**src/rtl/core_pkg.sv**
```systemverilog
// core_pkg: shared encodings, FSM states and MEM/WB record for the memory stage
package core_pkg;
  localparam logic [2:0] F3_B = 3'b000, F3_H = 3'b001, F3_W = 3'b010, F3_BU = 3'b100, F3_HU = 3'b101;
  localparam logic [1:0] RES_ALU = 2'b00, RES_MEM = 2'b01, RES_PC4 = 2'b10;
  typedef enum logic {IDLE, WAIT} mem_state_t;
  typedef struct packed {
    logic        rw;
    logic [1:0]  rs;
    logic [4:0]  rd;
    logic [31:0] alu;
    logic [31:0] rdat;
    logic [31:0] pc4;
  } wb_t;
  // sz is funct3[1:0]: 00 byte, 01 half, anything else is a word access
  function automatic logic misaligned(input logic [1:0] sz, input logic [1:0] a);
    return sz == 2'b00 ? 1'b0 : sz == 2'b01 ? a[0] : |a;
  endfunction
endpackage

```
**src/rtl/mem_access_unit_if.sv**
```systemverilog
// mem_access_unit_if: single-outstanding request/ready data-memory bus
interface mem_access_unit_if #(parameter int DW = 32);
  logic          mem_req, mem_we, mem_ready;
  logic [DW-1:0] mem_addr, mem_wdata, mem_rdata;
  logic [3:0]    mem_wstrb;
  modport master(output mem_req, mem_we, mem_addr, mem_wdata, mem_wstrb, input mem_ready, mem_rdata);
  modport slave(input mem_req, mem_we, mem_addr, mem_wdata, mem_wstrb, output mem_ready, mem_rdata);
endinterface

```
**src/rtl/load_extend.sv**
```systemverilog
// load_extend: byte/half lane select with sign or zero extension of a read word
module load_extend import core_pkg::*; (
  input  logic [2:0]  funct3_i,
  input  logic [1:0]  off_i,
  input  logic [31:0] rdata_i,
  output logic [31:0] data_o
);
  logic [7:0]  b;
  logic [15:0] h;
  always_comb begin
    b = rdata_i[{off_i, 3'b000} +: 8];
    h = off_i[1] ? rdata_i[31:16] : rdata_i[15:0];
    data_o = funct3_i == F3_B  ? {{24{b[7]}}, b} :
             funct3_i == F3_BU ? {24'h0, b} :
             funct3_i == F3_H  ? {{16{h[15]}}, h} :
             funct3_i == F3_HU ? {16'h0, h} : rdata_i;
  end
endmodule

```
**src/rtl/mem_access_unit.sv**
```systemverilog
// mem_access_unit: MEM stage data-memory transaction FSM, stall/timeout and MEM/WB register
module mem_access_unit import core_pkg::*; #(
  parameter int DATA_WIDTH     = 32,
  parameter int TIMEOUT_CYCLES = 16
) (
  input  logic                  clk,
  input  logic                  rst_n,
  input  logic                  RegWriteM,
  input  logic [1:0]            ResultSrcM,
  input  logic                  MemWriteM,
  input  logic [2:0]            funct3M,
  input  logic [DATA_WIDTH-1:0] ALUResultM,
  input  logic [DATA_WIDTH-1:0] WriteDataM,
  input  logic [4:0]            RdM,
  input  logic [DATA_WIDTH-1:0] PCPlus4M,
  mem_access_unit_if.master     bus,
  output logic                  StallM,
  output logic                  MisalignM,
  output logic                  BusErrM,
  output logic                  RegWriteW,
  output logic [1:0]            ResultSrcW,
  output logic [4:0]            RdW,
  output logic [DATA_WIDTH-1:0] ALUResultW,
  output logic [DATA_WIDTH-1:0] ReadDataW,
  output logic [DATA_WIDTH-1:0] PCPlus4W
);
  localparam int CW = $clog2(TIMEOUT_CYCLES + 1);
  mem_state_t  state_q, state_d;
  logic [CW-1:0] cnt_q, cnt_d;
  logic [31:0] addr_q, addr_d, wdata_q, wdata_d, wdata_m, ext;
  logic [3:0]  wstrb_q, wstrb_d, wstrb_m;
  logic [2:0]  f3_q, f3_d;
  logic        we_q, we_d, store, load, mis, go, wt, req, stall, mis_o, berr;
  wb_t         wb_q, wb_d;
  assign store   = MemWriteM;
  assign load    = ResultSrcM == RES_MEM && !MemWriteM;
  assign mis     = (store | load) & misaligned(funct3M[1:0], ALUResultM[1:0]);
  assign go      = (store | load) & ~mis;
  assign wt      = state_q == WAIT;
  assign wdata_m = funct3M[1:0] == 2'b00 ? {4{WriteDataM[7:0]}} :
                   funct3M[1:0] == 2'b01 ? {2{WriteDataM[15:0]}} : WriteDataM;
  assign wstrb_m = !store ? 4'b0000 :
                   funct3M[1:0] == 2'b00 ? 4'b0001 << ALUResultM[1:0] :
                   funct3M[1:0] == 2'b01 ? 4'b0011 << ALUResultM[1:0] : 4'b1111;
  always_comb begin
    state_d = state_q;
    cnt_d   = cnt_q;
    addr_d  = addr_q;
    we_d    = we_q;
    wdata_d = wdata_q;
    wstrb_d = wstrb_q;
    f3_d    = f3_q;
    req     = 1'b0;
    stall   = 1'b0;
    mis_o   = 1'b0;
    berr    = 1'b0;
    if (!wt) begin
      mis_o = mis;
      req   = go;
      stall = go & ~bus.mem_ready;
      if (stall) begin
        state_d = WAIT;
        cnt_d   = CW'(1);
        addr_d  = ALUResultM;
        we_d    = store;
        wdata_d = wdata_m;
        wstrb_d = wstrb_m;
        f3_d    = funct3M;
      end
    end else if (bus.mem_ready) begin
      req     = 1'b1;
      state_d = IDLE;
      cnt_d   = '0;
    end else if (cnt_q == CW'(TIMEOUT_CYCLES)) begin
      berr    = 1'b1;
      state_d = IDLE;
      cnt_d   = '0;
    end else begin
      req   = 1'b1;
      stall = 1'b1;
      cnt_d = cnt_q + CW'(1);
    end
  end
  // Combinational outputs are forced low while reset is held, even with a live M instruction
  assign bus.mem_req   = rst_n & req;
  assign bus.mem_we    = wt ? we_q : store;
  assign bus.mem_addr  = wt ? {addr_q[31:2], 2'b00} : {ALUResultM[31:2], 2'b00};
  assign bus.mem_wdata = wt ? wdata_q : wdata_m;
  assign bus.mem_wstrb = wt ? wstrb_q : wstrb_m;
  assign StallM        = rst_n & stall;
  assign MisalignM     = rst_n & mis_o;
  assign BusErrM       = berr;
  load_extend u_ext (
    .funct3_i(wt ? f3_q : funct3M),
    .off_i   (wt ? addr_q[1:0] : ALUResultM[1:0]),
    .rdata_i (bus.mem_rdata),
    .data_o  (ext)
  );
  always_comb begin
    wb_d    = wb_q;
    wb_d.rw = 1'b0;
    if (!stall) wb_d = '{RegWriteM & ~mis_o & ~berr, ResultSrcM, RdM, ALUResultM, ext, PCPlus4M};
  end
  always_ff @(posedge clk or negedge rst_n) begin
    if (!rst_n) begin
      state_q <= IDLE;
      cnt_q   <= '0;
      addr_q  <= '0;
      we_q    <= 1'b0;
      wdata_q <= '0;
      wstrb_q <= '0;
      f3_q    <= '0;
      wb_q    <= '0;
    end else begin
      state_q <= state_d;
      cnt_q   <= cnt_d;
      addr_q  <= addr_d;
      we_q    <= we_d;
      wdata_q <= wdata_d;
      wstrb_q <= wstrb_d;
      f3_q    <= f3_d;
      wb_q    <= wb_d;
    end
  end
  assign RegWriteW  = wb_q.rw;
  assign ResultSrcW = wb_q.rs;
  assign RdW        = wb_q.rd;
  assign ALUResultW = wb_q.alu;
  assign ReadDataW  = wb_q.rdat;
  assign PCPlus4W   = wb_q.pc4;
endmodule

```
**src/flat_wrapper.sv**
```systemverilog
// flat-port wrapper written by rule: the top's interface ports become plain ports
module mem_access_unit_flat import core_pkg::*;
#(
  parameter int DATA_WIDTH     = 32,
  parameter int TIMEOUT_CYCLES = 16
)
  (clk, rst_n, RegWriteM, ResultSrcM, MemWriteM, funct3M, ALUResultM, WriteDataM, RdM, PCPlus4M, StallM, MisalignM, BusErrM, RegWriteW, ResultSrcW, RdW, ALUResultW, ReadDataW, PCPlus4W, bus_mem_req, bus_mem_we, bus_mem_addr, bus_mem_wdata, bus_mem_wstrb, bus_mem_ready, bus_mem_rdata);
  mem_access_unit_if #(.DW(32)) bus_i ();
  input  logic clk;
  input  logic rst_n;
  input  logic RegWriteM;
  input  logic [1:0] ResultSrcM;
  input  logic MemWriteM;
  input  logic [2:0] funct3M;
  input  logic [DATA_WIDTH-1:0] ALUResultM;
  input  logic [DATA_WIDTH-1:0] WriteDataM;
  input  logic [4:0] RdM;
  input  logic [DATA_WIDTH-1:0] PCPlus4M;
  output logic StallM;
  output logic MisalignM;
  output logic BusErrM;
  output logic RegWriteW;
  output logic [1:0] ResultSrcW;
  output logic [4:0] RdW;
  output logic [DATA_WIDTH-1:0] ALUResultW;
  output logic [DATA_WIDTH-1:0] ReadDataW;
  output logic [DATA_WIDTH-1:0] PCPlus4W;
  output wire logic [$bits(bus_i.mem_req)-1:0] bus_mem_req;
  output wire logic [$bits(bus_i.mem_we)-1:0] bus_mem_we;
  output wire logic [$bits(bus_i.mem_addr)-1:0] bus_mem_addr;
  output wire logic [$bits(bus_i.mem_wdata)-1:0] bus_mem_wdata;
  output wire logic [$bits(bus_i.mem_wstrb)-1:0] bus_mem_wstrb;
  input wire logic [$bits(bus_i.mem_ready)-1:0] bus_mem_ready;
  input wire logic [$bits(bus_i.mem_rdata)-1:0] bus_mem_rdata;
  assign bus_mem_req = bus_i.mem_req;
  assign bus_mem_we = bus_i.mem_we;
  assign bus_mem_addr = bus_i.mem_addr;
  assign bus_mem_wdata = bus_i.mem_wdata;
  assign bus_mem_wstrb = bus_i.mem_wstrb;
  assign bus_i.mem_ready = bus_mem_ready;
  assign bus_i.mem_rdata = bus_mem_rdata;
  mem_access_unit #(.DATA_WIDTH(DATA_WIDTH), .TIMEOUT_CYCLES(TIMEOUT_CYCLES)) u_core (.clk(clk), .rst_n(rst_n), .RegWriteM(RegWriteM), .ResultSrcM(ResultSrcM), .MemWriteM(MemWriteM), .funct3M(funct3M), .ALUResultM(ALUResultM), .WriteDataM(WriteDataM), .RdM(RdM), .PCPlus4M(PCPlus4M), .bus(bus_i), .StallM(StallM), .MisalignM(MisalignM), .BusErrM(BusErrM), .RegWriteW(RegWriteW), .ResultSrcW(ResultSrcW), .RdW(RdW), .ALUResultW(ALUResultW), .ReadDataW(ReadDataW), .PCPlus4W(PCPlus4W));
endmodule
```
**config.mk**
```make
export PLATFORM = sky130hd
export DESIGN_NAME = mem_access_unit_flat
export DESIGN_NICKNAME = d
export VERILOG_FILES = /design/src/rtl/core_pkg.sv /design/src/rtl/mem_access_unit_if.sv /design/src/rtl/load_extend.sv /design/src/rtl/mem_access_unit.sv /design/src/flat_wrapper.sv
export SDC_FILE = /design/constraint.sdc
export NUM_CORES = 1
export LEC_CHECK = 0
export ABC_AREA = 1
export ABC_CLOCK_PERIOD_IN_PS = 2100
export BUFFER_PORTS_ARGS = -buffer_cell sky130_fd_sc_hd__buf_2
export CAP_MARGIN = 20
export CORE_ASPECT_RATIO = 0.75
export CORE_MARGIN = 4
export CORE_UTILIZATION = 51
export DETAILED_ROUTE_END_ITERATION = 16
export HOLD_SLACK_MARGIN = 0.12
export PLACE_DENSITY = 0.81
export REMOVE_ABC_BUFFERS = 1
export SKIP_CTS_REPAIR_TIMING = 1
export SLEW_MARGIN = 10
export SYNTH_ARGS = -nofsm -noshare
export SYNTH_HDL_FRONTEND = slang
export SYNTH_SLANG_ARGS = --single-unit
```
**constraint.sdc**
```tcl
create_clock -name clk -period 2.1 [get_ports clk]
set_clock_uncertainty 0.1 [all_clocks]
set_input_delay 0.315 -clock clk [delete_from_list [all_inputs] [get_ports clk]]
set_output_delay 0.315 -clock clk [all_outputs]
set_load 0.02 [all_outputs]
```
==> impl_results.md, run 1 <==
- Core area: ~0.018 mm²
- CP Data Required Time: approximately 1.7 ns
- Final min period: 2.14 ns
- Worst Hold Path Cells: 3
- Clock network fraction of total power: between 10% and 20%
- Final ANT Viol Nets: 0
- Main synth FF type: dfrtp_1
- CTS buffer count: 17
- Fill cell count: around 1,300
- CP max FO: 17
- DRC viols: 0
- Vias per cell: 5.11
- WP data arrival: approximately 1.7 ns
- Yosys top cell by area: dfrtp_1
- Placed insts: approximately 1,800
- Pre-CTS setup slack: between 0.02 and 0.03 ns
- CTS tree: yes
- Core Rows: 42
- Synth area leaders: dfrtp_1 49%, nand2_1 20%, o21ai_0 6.2%, inv_1 5.2%, nand3_1 3.7%
- Final setup viols: 1
- Slew @ Worst Pin: about 0.97 ns
- R2r endpoint: u_core.ALUResultW[18]
- Yosys warnings: 0
- Reg-to-reg slack, setup: roughly 0.020 ns
- Met3 Track Usage GR: ~5%
- Skew-Pair Late Insertion Delay: 0.43 ns
- Final nets: about 1,800
- RSZ-0062 raised after global routing: yes
- Layout overhead on the synthesized area: 35.8%
- Comb pwr share: approximately half
- Most crowded layer after global routing: met2
- Die W: ~160 µm
- Die area: around 0.02 mm²
- Post-synthesis sequential area ratio: 49.0%
- MaxCap Viol Count: 0
- Final GP Congestion: roughly 0.9
- DRT iter0 DRCs: 1,095
- Cells after synthesis: roughly 1,300
- Worst Hold Endpoint: u_core.addr_q[0]
- DRT Wirelength: 29,200 µm
- Maximum operating frequency: between 0.4 and 0.5 GHz
- Pwr per Cell Area: between 1000 and 1500 mW/mm²
- Post-route clock period utilization: 102%
- Slew headroom: between 30% and 40%
- Leak pwr: between 0.006 and 0.007 µW
- Met2 Usage GRT: 40.1%
- Clk pin slew, worst setup/hold paths: roughly 0.07 ns
- Hold slack: 0.114 ns
- Max rail drop VDD: approximately 0.66 mV
- Buffers on Ports: 317
- GRT overflow: 0
- Yosys top cell area share: between 40% and 50%
- Sw Pwr: a little under 9000 µW
- Vias: roughly 9,600
- Critical path class: flip-flop to primary output
- Count of non-filler cells in the finished layout: roughly 1,900
- Reg power frac: between 30% and 40%
- Worst Reg-to-Reg Cells: 11
- Synth cell types: 30
- RR Startpoint: u_core.cnt_q[0]
- Commonest non-fill, non-tap cell in the layout: nand2_1
- Post-route setup slack: -0.0397 ns
- Chip Height: about 120 µm
- Asr flop ratio synth: 100%
- Run status: finished, violations left
- Share of cells above drive strength 1: between 20% and 30%
- Syn_area_per_cell: approximately 7.4 µm²
- CP Launch Type: flip-flop
- Commonest cells after routing, fill and taps aside: 500 x nand2_1, 314 x buf_2, 181 x dfrtp_1
- Clock buffer depth: 2
- CTS H-Tree Depth: 4
- Number of synthesized flops with an enable pin: 0
- I/O pin cnt: 320
- Failing checks: setup timing
- Hold Crit Class: primary input to flip-flop
- Grt met1 use: between 30 and 40%
- Int Pwr: 9800 µW
- Cell area after synthesis: around 0.0093 mm²
- Ant. Diodes: 0
- Sw Share: approximately 47%
- DRT Pass-1 Iters: 6
- GRT Resource Usage Total: between 20% and 30%
- DP HPWL: 19,500 µm
- Critical Path End Type: primary output
- Global-route wire length before repair: around 42,000 µm
- Vias in the first global route: 8,343
- Final slew viol count: 0
- Hold path start: ALUResultM[0]
- Setup TNS: -0.0397 ns
- DR WL/cell: 15.5 µm
- CTS sink count: about 180
- Initial antenna violation count: 0
- Root buffer cell: clkbuf_16
- Largest net degree at the start of global routing: 149
- Synth Register Bits: ~180
- Initial core utilization: 52.3%
- Final hold violation count: 0
- Post-layout util: 71.0%
[synth_stat cells, drive strengths merged, types with 2 or more instances]
cell,number
a21oi,45
buf,47
clkbuf,24
dfrtp,182
ha,6
inv,134
nand2,516
nand3,69
nand4,2
nor2,51
o211ai,7
o21ai,157
o22ai,3
xor2,2
[power by group through the flow]
| stage | combinational, µW | sequential, µW | clock [µW] |
|---|---|---|---|
| after floorplan | 4460 | 7060 | 0 |
| after global placement | 8890 | 5860 | 0 |
| after detailed placement | 9080 | 5890 | 0 |
| after CTS | 9140 | 5840 | 3180 |
| after global routing | 10400 | 6070 | 3350 |
| final | 9460 | 5910 | 3140 |
[registers in the layout, indices dropped and copies added (netlist names)]
| register | cells |
|---|---|
| u_core.ALUResultW | 32 |
| u_core.PCPlus4W | 32 |
| u_core.ReadDataW | 32 |
| u_core.addr_q | 32 |
| u_core.wdata_q | 32 |
| u_core.RdW | 5 |
| u_core.cnt_q | 5 |
| u_core.wstrb_q | 4 |
| u_core.f3_q | 3 |
| u_core.ResultSrcW | 2 |
| u_core.RegWriteW | 1 |
| u_core.state_q | 1 |
| u_core.we_q | 1 |
[cell type report]
cell class / count / area, µm² / share of cell area, %
sequential: 182 / 4560 / 36.1
multi-input combinational: 864 / 3850 / 30.6
timing repair buffer: 430 / 2800 / 22.2
inverter: 134 / 510 / 4.05
clock buffer: 18 / 429 / 3.40
tap: 242 / 303 / 2.40
clock inverter: 14 / 158 / 1.25
[worst max-delay path by stage]
stage	from	endpoint	slack [ns]	cells after the start
2_1_floorplan	u_core.state_q	u_core.ALUResultW[0]	-2.42	6
3_3_place_gp	ALUResultM[0]	StallM	0.15	10
3_5_place_dp	ALUResultM[0]	u_core.PCPlus4W[18]	0.03	12
4_1_cts	u_core.cnt_q[0]	StallM	-0.19	8
5_1_grt	u_core.cnt_q[0]	bus_mem_req	-0.09	6
6_report	u_core.state_q	bus_mem_addr[31]	-0.04	4
[kinds of logic after synthesis]
kind of cell	count (synthesis)	synth area share [%]
compound gates	213	11.9
xor+xnor	3	0.283
fa+ha+maj	6	0.808
buf+inv	205	9.66
flops	182	49.1
other cells	1	0.0404
simple gates	640	28.3
[through the flow]
stage	instance area (µm²)	total power, µW
floorplan	8900	11500
global placement	11100	14700
detailed placement	11100	15000
CTS	11700	18200
global route	12600	19800
finish	12600	18500
[routing by layer]
layer	part of all wire (%)	wire [µm]	up-vias
li1	-	-	4646
met1	42	12100	4444
met2	47	13600	467
met3	8.7	2550	65
met4	3.2	928	0
met5	0	0	-
[critical path, stage by stage (launching register included)]
cell,delay [ns]
dfrtp_2,0.45
buf_8,0.18
buf_6,0.15
o21ai_0,0.27
buf_2,0.24
(Power assumes the default switching activity.)
==> inputs of run 2 (changes only) <==
Settings changed: SETUP_SLACK_MARGIN set to 0.15.
==> run 2 against run 1 <==
Against the previous run: the run still ends with setup timing left; sequential power is 0.7% higher; clock power hardly changed; combinational power is 21% higher; critical endpoint is now StallM; largest power group unchanged; highest routed layer unchanged.
==> impl_results.md, run 2 (synthesis gave the netlist of run 1 again) <==
- Run status: finished, violations left
- Failing checks: setup timing
- CP max FO: 8 (-9)
- Initial core utilization: 52.3% (unchanged)
- Fill cell count: 1,200 (-9.4%)
- Post-route clock period utilization: 101% (-0.94 points)
- Root buffer cell: clkbuf_16
- Layout overhead on the synthesized area: 46.1%
- Final Power: 20,500 µW (+11%)
- WP data arrival: 1.71 ns (about the same)
- Critical Path End Type: primary output
- Critical path class: flip-flop to primary output
- Reg power frac: 29.0% (-2.9 points)
- Fin area: 0.0136 mm² (+7.6%)
- Chip Height: 125 µm (unchanged)
- GRT overflow: 0 (unchanged)
- Final nets: 1,804 (+1.5%)
- Initial antenna violation count: 1 (+1)
- Die area: 0.0205 mm² (unchanged)
- Placed insts: 1,771 (unchanged)
- DR WL/cell: 16.8 µm (+8.3%)
- Sw Share: 47.0% (-0.071 points)
- CTS buffer count: 17 (unchanged)
- Int Pwr: 10,900 µW (+11%)
- CP Launch Type: flip-flop
- Worst setup path startpoint: u_core.state_q
- Sw Pwr: 9650 µW (+11%)
- RR Startpoint: u_core.state_q
- Vias: 10,100 (+4.9%)
- Final GP Congestion: 0.876 (unchanged)
- DRT Pass-1 Iters: 6 (unchanged)
- Comb pwr share: 55.6% (+4.5 points)
- Largest net degree at the start of global routing: 149 (unchanged)
- Critical path destination: StallM
- Reg-to-reg slack, setup: 0.07 ns (+0.05 ns)
- Vias in the first global route: 8,343 (unchanged)
- Final hold violation count: 0 (unchanged)
- Crit path cell chain: buf_6, buf_12, buf_4, nand2_2, nand2_4, nor2_4, buf_6
- Max rail drop VDD: 0.769 mV (+17%)
- FF/Latch Area: 0.00456 mm² (unchanged)
- Slew headroom: 38.7% (+3.6 points)
- Final min period: 2.12 ns (-0.0197 ns)
- R2r endpoint: u_core.ReadDataW[1]
- Area of the multi-input gates: 0.00432 mm² (+12%)
- Buffers on Ports: 317 (unchanged)
- Pwr per Cell Area: 1510 mW/mm² (+3.1%)
- Core area: 0.0178 mm² (unchanged)
- CP most frequent cell: buf_6
- Vias per cell: 5.28 (+3.4%)
- Post-placement cell area: 0.0111 mm² (unchanged)
- DRT iter0 DRCs: 1,311 (+20%)
- Leak pwr: 0.00730 µW (+5.4%)
- Pre-CTS setup slack: 0.0279 ns (unchanged)
- CP Data Required Time: 1.68 ns (about the same)
- Clock network fraction of total power: 15.4% (-1.6 points)
- Post-route setup slack: -0.0200 ns (+0.0197 ns)
- CTS H-Tree Depth: 4 (unchanged)
- Setup TNS: -0.0200 ns (+0.0197 ns)
- Skew-Pair Late Insertion Delay: 0.42 ns (about the same)
- DRC viols: 0 (unchanged)
- Clock buffer depth: 2 (unchanged)
- CP peak stage delay: 0.48 ns (+0.03 ns)
- Clk pin slew, worst setup/hold paths: 0.08 ns (about the same)
- CTS tree: yes
- MaxCap Viol Count: 0 (unchanged)
- Commonest cells after routing, fill and taps aside: 474 x nand2_1, 282 x buf_2, 181 x dfrtp_1
- Global-route wire length before repair: 42,300 µm (unchanged)
- Final slew viol count: 0 (unchanged)
- Worst Reg-to-Reg Cells: 10 (-1)
- Count of non-filler cells in the finished layout: 1,911 (+1.4%)
- Final setup viols: 1 (unchanged)
- GRT Resource Usage Total: 25.6% (unchanged)
- Hold Crit Class: primary input to flip-flop
- Slew @ Worst Pin: 0.919 ns (-0.0536 ns)
- Share of cells above drive strength 1: 30.4% (+5.1 points)
- DRT Wirelength: 32,000 µm (+9.9%)
- Final ANT Viol Nets: 0 (unchanged)
- CP max-delay cell: dfrtp_2
- I/O pin cnt: 320 (unchanged)
- RSZ-0062 raised after global routing: yes
- Maximum operating frequency: 0.472 GHz (+0.93%)
- Die W: 164 µm (unchanged)
- Commonest non-fill, non-tap cell in the layout: nand2_1
- DP HPWL: 19,500 µm (unchanged)
- CTS sink count: 182 (unchanged)
- Core Rows: 42 (unchanged)
[run 2: critical path, delay by kind of cell, from the launching register on]
family | cells | cell delay, ns
buf+inv | 4 | 0.56
flops | 1 | 0.48
simple gates | 3 | 0.25
[run 2: how the worst min path moves through the flow]
| stage | from | end | slack (ns) | cells after the start |
|---|---|---|---|---|
| 6_report | ALUResultM[8] | u_core.addr_q[8] | 0.10 | 3 |
| 5_1_grt | ALUResultM[8] | u_core.addr_q[8] | 0.10 | 3 |
| 4_1_cts | rst_n | u_core.ReadDataW[6] | -0.43 | 1 |
| 3_5_place_dp | rst_n | u_core.ReadDataW[6] | 0.03 | 1 |
| 3_3_place_gp | rst_n | u_core.ReadDataW[6] | 0.03 | 1 |
| 2_1_floorplan | rst_n | u_core.ALUResultW[0] | -0.08 | 0 |
[run 2: metal layers]
layer	part of all wire (%)	GRT usage [%]	wire (µm)
met1	40	35.9	12900
met2	47	40.1	15100
met3	8.9	5.06	2850
met4	3.6	8.23	1150
met5	0	0	0
[run 2: area by class of cell]
| cell class | instances | share of cell area (%) |
|---|---|---|
| Timing Repair Buffer | 452 | 24.1 |
| Tap cell | 242 | 2.23 |
| Inverter | 134 | 3.87 |
| Clock inverter | 14 | 1.16 |
| Clock buffer | 18 | 3.16 |
| Antenna cell | 1 | 0.0185 |
| Sequential cell | 182 | 33.6 |
| Multi-Input combinational cell | 868 | 31.8 |
[run 2: through the flow]
step / hold WS, ns / utilization [%]
floorplan: -0.0806 / -
global placement: 0.0316 / 62.7
detailed placement: 0.0320 / 62.7
CTS: -0.431 / 66.0
global route: 0.102 / 76.4
finish: 0.105 / 76.4
[run 2: power by group through the flow]
stage	Sequential [µW]	Clock (µW)	Combinational, µW
detailed placement	5890	0	9080
global route	6110	3350	12300
CTS	5840	3180	9140
global placement	5860	0	8890
floorplan	7060	0	4460
finish	5950	3160	11400
==> inputs of run 3 (changes only) <==
Settings changed: SETUP_SLACK_MARGIN 0.15 to 0.02, SLEW_MARGIN 10 to not set, TNS_END_PERCENT set to 20.
==> run 3 against run 2 <==
Against the previous run: the run still ends with setup timing left; setup slack got worse by 0.042 ns; core utilization shrank 5.4 points; critical path depth down 3; fmax decreased by 1.9%; sequential share of layout area rose by 2.6 points.
==> impl_results.md, run 3 (synthesis gave the netlist of run 1 again) <==
- Pwr per Cell Area: 1470 mW/mm² (-3.0%)
- Critical Path End Type: primary output
- Vias per cell: 5.12 (-3.1%)
- Buffers on Ports: 317 (unchanged)
- Final slew viol count: 0 (unchanged)
- Root buffer cell: clkbuf_16
- Die W: 164 µm (unchanged)
- Hold slack: 0.113 ns (+0.00853 ns)
- Share of cells above drive strength 1: 25.3% (-5.1 points)
- Critical path class: flip-flop to primary output
- Run status: finished, violations left
- Final ANT Viol Nets: 0 (unchanged)
- Setup TNS: -0.0619 ns (-0.0419 ns)
- Reg-to-reg slack, setup: 0.01 ns (-0.06 ns)
- DRT iter0 DRCs: 1,154 (-12%)
- CP Launch Type: flip-flop
- Leak pwr: 0.00693 µW (-5.1%)
- Count of non-filler cells in the finished layout: 1,884 (-1.4%)
- Die area: 0.0205 mm² (unchanged)
- DRT Wirelength: 29,100 µm (-9.1%)
- DRC viols: 0 (unchanged)
- Final hold violation count: 0 (unchanged)
- Initial antenna violation count: 0 (-1)
- DP HPWL: 19,500 µm (unchanged)
- Clock buffer depth: 2 (unchanged)
- DRT Pass-1 Iters: 5 (-1)
- Slew @ Worst Pin: 0.830 ns (-0.0885 ns)
- Maximum operating frequency: 0.463 GHz (-1.9%)
- Critical path's top delay family: buffers and inverters
- Ant. Diodes: 0 (-1)
- CP Data Required Time: 1.68 ns (about the same)
- Final nets: 1,778 (-1.4%)
- MaxCap Viol Count: 0 (unchanged)
- GRT overflow: 0 (unchanged)
- Fin area: 0.0126 mm² (-7.1%)
- Post-route clock period utilization: 103% (+2.0 points)
- CP max FO: 17 (+9)
- DR WL/cell: 15.5 µm (-7.8%)
- Layout overhead on the synthesized area: 35.7%
- Initial core utilization: 52.3% (unchanged)
- Largest net degree at the start of global routing: 149 (unchanged)
- Max rail drop VDD: 0.656 mV (-15%)
- Commonest non-fill, non-tap cell in the layout: nand2_1
- CP peak stage delay: 0.45 ns (-0.03 ns)
- Core Rows: 42 (unchanged)
- Hold Crit Class: primary input to flip-flop
- Core area: 0.0178 mm² (unchanged)
- Global-route wire length before repair: 42,300 µm (unchanged)
- Final GP Congestion: 0.876 (unchanged)
- Post-route setup slack: -0.0619 ns (-0.0419 ns)
- Commonest cells after routing, fill and taps aside: 500 x nand2_1, 315 x buf_2, 181 x dfrtp_1
- Skew-Pair Late Insertion Delay: 0.43 ns (about the same)
- Clk pin slew, worst setup/hold paths: 0.07 ns (about the same)
- CP max-delay cell: dfrtp_2
- GRT Resource Usage Total: 25.6% (unchanged)
- Failing checks: setup timing
- Vias in the first global route: 8,343 (unchanged)
- CTS tree: yes
- Final min period: 2.16 ns (+0.0419 ns)
- CTS buffer count: 17 (unchanged)
- Post-placement cell area: 0.0111 mm² (unchanged)
- I/O pin cnt: 320 (unchanged)
- Final setup viols: 1 (unchanged)
- Crit path cell chain: buf_6, buf_4, o21ai_0, buf_2
- Slew headroom: 44.6% (+5.9 points)
- CTS sink count: 182 (unchanged)
- Vias: 9,645 (-4.5%)
- Chip Height: 125 µm (unchanged)
- WP data arrival: 1.75 ns (+0.04 ns)
- Placed insts: 1,771 (unchanged)
- CTS H-Tree Depth: 4 (unchanged)
- CP Buf/Inv Count: 3 (-1)
- RSZ-0062 raised after global routing: yes
-- run 3: stage by stage --
step | worst slack, ns | total power, µW | util (%)
2_1_floorplan | -2.42 | 11500 | -
3_3_place_gp | 0.148 | 14700 | 62.7
3_5_place_dp | 0.0279 | 15000 | 62.7
4_1_cts | -0.193 | 18200 | 66.0
5_1_grt | -0.112 | 19800 | 70.9
6_report | -0.0619 | 18500 | 70.9
-- run 3: final timing paths --
path,start,endpoint,cells past startpoint
min,ALUResultM[0],u_core.addr_q[0],3
min in group asynchronous,rst_n,u_core.ReadDataW[6],2
max in group asynchronous,rst_n,u_core.ReadDataW[15],3
min reg2reg,u_core.PCPlus4W[26],u_core.PCPlus4W[26],2
max,u_core.state_q,bus_mem_addr[31],4
max reg2reg,u_core.cnt_q[0],u_core.ALUResultW[18],11
-- run 3: layout make-up --
class | instances | area [µm²]
inverter | 134 | 510
fill | 1328 | 5170
timing repair buffer | 430 | 2790
multi-input combinational | 864 | 3850
tap | 242 | 303
clock inverter | 14 | 158
clock buffer | 18 | 429
sequential | 182 | 4560
-- run 3: per-layer routing --
layer	wire length, µm	global-route usage, %	up-vias	share of wire [%]
li1	-	-	4652	-
met2	13600	40.1	469	47
met3	2340	5.06	64	8.0
met5	0	0	-	0
met4	931	8.23	0	3.2
met1	12200	35.9	4460	42
-- run 3: report_power, final --
| part | internal, µW | switching [µW] |
|---|---|---|
| registers | 5080 | 826 |
| clock network | 1600 | 1540 |
| logic | 3110 | 6340 |
| total | 9790 | 8700 |
-- run 3: tightest hold or removal path: cells and delay by family --
family                 cells  cell delay [ns]
AO/OA/AOI/OAI              1             0.06
buffers and inverters      1             0.16
AND/OR/NAND/NOR            1             0.07
